===== src/rtl/cluster_boot_sequencer.sv =====
// Boot controller: after start and a programmable delay, writes the entry point to the boot-control register, then pulses debug_req.
// Request appears StartDelay+1 cycles after start; payload is held stable under q_ready_i backpressure until accepted or timed out.
module cluster_boot_sequencer #(
  parameter int unsigned          AddrWidth        = 48,
  parameter int unsigned          DataWidth        = 64,
  parameter int unsigned          NumCores         = 4,
  parameter logic [AddrWidth-1:0] BootCtrlAddr     = '0,
  parameter int unsigned          StartDelay       = 1000,
  parameter int unsigned          DebugPulseCycles = 1,
  parameter int unsigned          TimeoutCycles    = 4096
) (
  input  logic                   clk_i,
  input  logic                   rst_i,
  input  logic                   start_i,
  input  logic [31:0]            entry_point_i,
  output logic [AddrWidth-1:0]   q_addr_o,
  output logic [DataWidth-1:0]   q_data_o,
  output logic                   q_write_o,
  output logic [DataWidth/8-1:0] q_strb_o,
  output logic                   q_valid_o,
  input  logic                   q_ready_i,
  input  logic                   p_valid_i,
  input  logic                   p_error_i,
  output logic                   p_ready_o,
  output logic [NumCores-1:0]    debug_req_o,
  output logic                   busy_o,
  output logic                   done_o,
  output logic                   error_o
);

  typedef enum logic [2:0] {
    IDLE, DELAY, REQ, RSP, WAKE, DONE, ERROR
  } state_e;

  // Counters hold "remaining cycles minus one", so zero means this is the last cycle.
  localparam logic [31:0] DelayLoad   = (StartDelay == 0) ? 32'd0 : 32'(StartDelay - 1);
  localparam logic [31:0] PulseLoad   = 32'(DebugPulseCycles - 1);
  localparam logic [31:0] TimeoutLast = (TimeoutCycles == 0) ? 32'd0 : 32'(TimeoutCycles - 1);
  localparam bit          TimeoutEn   = (TimeoutCycles != 0);

  state_e      state_q, state_d;
  logic [31:0] cnt_q, cnt_d;
  logic [31:0] tcnt_q, tcnt_d;
  logic [31:0] entry_q, entry_d;
  logic        timed_out;

  always_ff @(posedge clk_i) begin
    if (rst_i) begin
      state_q <= IDLE;
      cnt_q   <= '0;
      tcnt_q  <= '0;
      entry_q <= '0;
    end else begin
      state_q <= state_d;
      cnt_q   <= cnt_d;
      tcnt_q  <= tcnt_d;
      entry_q <= entry_d;
    end
  end

  always_comb begin
    state_d   = state_q;
    cnt_d     = cnt_q;
    tcnt_d    = tcnt_q;
    entry_d   = entry_q;
    timed_out = TimeoutEn && (tcnt_q >= TimeoutLast);

    unique case (state_q)
      IDLE, DONE, ERROR: begin
        if (start_i) begin
          entry_d = entry_point_i;
          cnt_d   = DelayLoad;
          tcnt_d  = '0;
          state_d = (StartDelay == 0) ? REQ : DELAY;
        end
      end
      DELAY: begin
        if (cnt_q == 0) begin
          tcnt_d  = '0;
          state_d = REQ;
        end else begin
          cnt_d = cnt_q - 1;
        end
      end
      REQ: begin
        if (TimeoutEn) tcnt_d = tcnt_q + 1;
        // An accepted request wins over a timeout landing in the same cycle.
        if (q_ready_i)      state_d = RSP;
        else if (timed_out) state_d = ERROR;
      end
      RSP: begin
        if (TimeoutEn) tcnt_d = tcnt_q + 1;
        if (p_valid_i) begin
          cnt_d   = PulseLoad;
          state_d = p_error_i ? ERROR : WAKE;
        end else if (timed_out) begin
          state_d = ERROR;
        end
      end
      WAKE: begin
        if (cnt_q == 0) state_d = DONE;
        else            cnt_d   = cnt_q - 1;
      end
      default: state_d = IDLE;
    endcase
  end

  // Every output decodes from registered state; the payload is zero outside REQ.
  assign q_valid_o   = (state_q == REQ);
  assign q_write_o   = q_valid_o;
  assign q_strb_o    = {(DataWidth/8){q_valid_o}};
  assign q_addr_o    = q_valid_o ? BootCtrlAddr : '0;
  assign q_data_o    = q_valid_o ? DataWidth'(entry_q) : '0;
  assign p_ready_o   = (state_q == RSP);
  assign debug_req_o = {NumCores{state_q == WAKE}};
  assign busy_o      = (state_q != IDLE) && (state_q != DONE) && (state_q != ERROR);
  assign done_o      = (state_q == DONE);
  assign error_o     = (state_q == ERROR);

endmodule

===== config.mk =====
export PLATFORM = sky130hd
export DESIGN_NAME = cluster_boot_sequencer
export DESIGN_NICKNAME = d
export VERILOG_FILES = /design/src/rtl/cluster_boot_sequencer.sv
export SDC_FILE = /design/constraint.sdc
export NUM_CORES = 1
export LEC_CHECK = 0
export BUFFER_PORTS_ARGS = -buffer_cell sky130_fd_sc_hd__buf_2
export CAP_MARGIN = 25
export CELL_PAD_IN_SITES_DETAIL_PLACEMENT = 0
export CELL_PAD_IN_SITES_GLOBAL_PLACEMENT = 1
export CORE_ASPECT_RATIO = 1.25
export CORE_MARGIN = 4
export CORE_UTILIZATION = 35
export CTS_CLUSTER_SIZE = 8
export DETAILED_ROUTE_END_ITERATION = 10
export PLACE_DENSITY = 0.83
export RECOVER_POWER = 100
export SLEW_MARGIN = 20
export SYNTH_ARGS = -nofsm -noshare
export SYNTH_HDL_FRONTEND = slang
export SYNTH_SLANG_ARGS = --single-unit

===== constraint.sdc =====
create_clock -name clk_i -period 8.1 [get_ports clk_i]
set_input_delay 0.81 -clock clk_i [delete_from_list [all_inputs] [get_ports clk_i]]
set_output_delay 0.81 -clock clk_i [all_outputs]
set_load 0.02 [all_outputs]

==> results.yml <==
routing:
  vias: 4701
  avgRoutedWirePerCell_um: 13.2
  drtAntennaViolNets: 0
  wirelength_um: 12900
  drc: 0
  drtIter0Drc: 240
  viasPerCell: 4.79
  drt_pass1_iterations: 4
logic_synthesis:
  netlist_area_sq_mm: 0.00554
  yosysTopAreaCellShare_pct: 35.8
  seq_area_frac_synth_pct: 35.8
  yosysTopAreaCell: "dfxtp_1"
  synth-edff-count: 0
  async_flop_share_pct: 0
  ys_warn_count: 0
  synthTopCellsByArea: "dfxtp_1 36%, buf_4 12%, nand2_1 6.2%"
  syn_area_per_cell_sq_um: 7.78
  synth_seq_cells: 99
  syn_inst: 712
  synth_ff_type: "dfxtp_1"
  synth_cell_type_count: 56
pwr:
  ir_worst_vdd_mv: 0.120
  p_seq_share_pct: 35.1
  power.density_mw_per_mm2: 305
  switchingPower_w: 0.000789
  switching_share_pct: 43.2
  comb_power_share_pct: 39.6
  clkPwrFrac_pct: 25.2
  fin_total_pwr_w: 0.00182
  internal_power_w: 0.00104
  power.leakage_nw: 2.41
timing:
  skew_ps: 9.89
  fmaxAchievable_ghz: 0.215
  finalHoldViolCount: 0
  fin_crit_sh_pct: 57.4
  setup_violations: 0
  finalHoldWorstSlack_ps: 451
  worst_pin_slew_ps: 2400
  relSlewSlack_pct: -60.7
  layout_min_cycle_time_ps: 4650
  setup_tns_ps: 0
  rsz0062_at_grt: "no"
  drv_slew: 36
global_routing:
  grt_max_degree: 50
  grt_pass1_vias: 4119
  grt_pass1_wl_um: 20500
  grt_use_total_pct: 14.0
  antenna_found_initial: 0
  grt.overflow.total: 0
cells_and_area:
  diodes: 0
  utilization_pct: 38.5
  multiInputGateArea_sq_mm: 0.00295
  syn2layout_area_growth_pct: 8.06
  final_cell_count_no_fill: 982
  layout-drive-gt1-share_pct: 8.44
  final.fill_count: 1650
  register_area_sq_mm: 0.00198
  nets: 805
place:
  dp_hpwl_um: 8910
  dp_cells: 965
  port_buffers: 87
  gp_congestion: 0.797
critical_path:
  worstSetupPathType: "reg2reg"
  critPathArrivalTime_ps: 4890
  worstPathRequired_ps: 8340
  worstPathMaxFanout: 35
  start_kind: "flip-flop"
  endpoint_kind: "flip-flop"
clock_network:
  cts_tree: "built"
  post-cts-setup-buffers: 0
  cts_root_buf: "clkbuf_16"
  numCtsBuffers: 9
  clockBufferDepth: 2
  path_clk_slew_ps: 80
  clkSinkCount: 99
  clk_latency_ps: 360
  cts_resized: 0
  cts_htree_levels: 3
  hold_buffers: 0
flow_run:
  max_cap_viol_count: 1
floorplan:
  initial_core_util_pct: 35.6
  ios: 168
  dieArea_sq_mm: 0.0179
  core_sq_mm: 0.0156
  die_y_um: 149
  die_w_um: 121
  row_count: 51
min_path:
  hold_class: "reg2reg"
run_status:
  violations: "max-capacitance violations, max-slew violations"
  status: "finished, violations left"
[registers in the layout, indices dropped and copies added (netlist names)]
name / count
state_q: 3
cnt_q: 32
entry_q: 32
tcnt_q: 32
[routing by layer]
layer  GRT usage (%)  wire length (um)  up-vias  part of all wire, %
met3            2.40               745       21                  5.8
li1                -                 -     2405                    -
met2            23.3              6340      136                   49
met4            6.41               357        0                  2.8
met5               0                 0        -                    0
met1            17.6              5480     2139                   42
[per-stage QoR]
stage          instance area (sq um)  worst slack, ps
2_1_floorplan                   5840             5140
3_3_place_gp                    5730             4360
3_5_place_dp                    5750             4290
4_1_cts                         6060             4280
5_1_grt                         5990             3020
6_report                        5990             3450
[power groups by stage]
stage | Sequential, W | Clock (W) | Combinational (W)
after global placement | 0.000649 | 0 | 0.000728
after detailed placement | 0.000650 | 0 | 0.000736
after global routing | 0.000655 | 0.000490 | 0.000808
after CTS | 0.000640 | 0.000472 | 0.000739
after floorplan | 0.000614 | 0 | 0.000635
final | 0.000641 | 0.000461 | 0.000723
[critical path: stages, from the launching register on]
cell,delay (ps)
dfxtp_1,780
xor2_1,200
a21oi_1,170
nor2_1,1810
a211o_1,200
clkbuf_1,1000
nor2_1,50
mux2_2,300
[synth_stat cells (2+ instances only)]
library cell  number
dfxtp_1           99
buf_4             92
nand2_1           92
nor2_1            64
a21oi_1           60
and3_1            37
xor2_1            30
clkbuf_1          28
o21ai_0           21
nor4_1            19
nand3_1           17
or3_1             15
nor3_1            14
inv_1             13
xnor2_1           10
o31ai_1            8
or4_1              8
o2111ai_1          7
nand2b_1           6
buf_2              5
o211ai_1           5
o22ai_1            5
and4_1             4
buf_1              4
nand4_1            4
a211oi_1           3
nand3b_1           3
nor3b_1            3
a221oi_1           2
a31oi_1            2
ha_1               2
nand4b_1           2
nor2b_1            2
o221ai_1           2
o311ai_0           2
or2_2              2
[final cells by class]
| class | instances | area share (%) |
|---|---|---|
| Inverter | 14 | 0.878 |
| Multi-Input combinational cell | 547 | 49.3 |
| Timing Repair Buffer | 94 | 7.08 |
| Clock buffer | 9 | 3.76 |
| Tap cell | 212 | 4.43 |
| Clock inverter | 7 | 1.46 |
| Sequential cell | 99 | 33.1 |
[kinds of logic (layout without fill, tap and decap cells)]
group	after synthesis	after routing	share of synthesized area, %
DFF	99	99	35.8
xor gates and xnor gates	40	40	6.32
muxes	2	2	0.384
buffers and inverters	145	124	16.3
adders and majority gates	2	2	0.451
AOI/OAI and AO/OA	129	129	14.6
and+or+nand+nor	294	294	26.1
other	1	80	0.0677
[cell usage in the layout, fill, tap and decap left out, drive strengths merged, types with 7 or more instances in the layout]
| cell type | synthesis | routed |
|---|---|---|
| o2111ai | 7 | 7 |
| o21ai | 21 | 21 |
| a21oi | 60 | 60 |
| inv | 13 | 18 |
| nor3 | 14 | 14 |
| or4 | 8 | 8 |
| nand3 | 17 | 17 |
| nor4 | 19 | 19 |
| o31ai | 8 | 8 |
| buf | 102 | 43 |
| clkbuf | 29 | 60 |
| nor2 | 64 | 64 |
| and3 | 37 | 37 |
| conb | 1 | 80 |
| xor2 | 30 | 30 |
| xnor2 | 10 | 10 |
| or3 | 15 | 15 |
| nand2 | 92 | 92 |
| dfxtp | 99 | 99 |
[final timing paths]
| path | startpoint | to | slack (ps) | depth (start not counted) |
|---|---|---|---|---|
| max | state_q[1] | tcnt_q[31] | 3450 | 7 |
| min | entry_q[6] | entry_q[6] | 450 | 2 |
| max reg2reg | state_q[1] | tcnt_q[31] | 3450 | 7 |
| min reg2reg | entry_q[6] | entry_q[6] | 450 | 2 |
(Power assumes the default switching activity.)
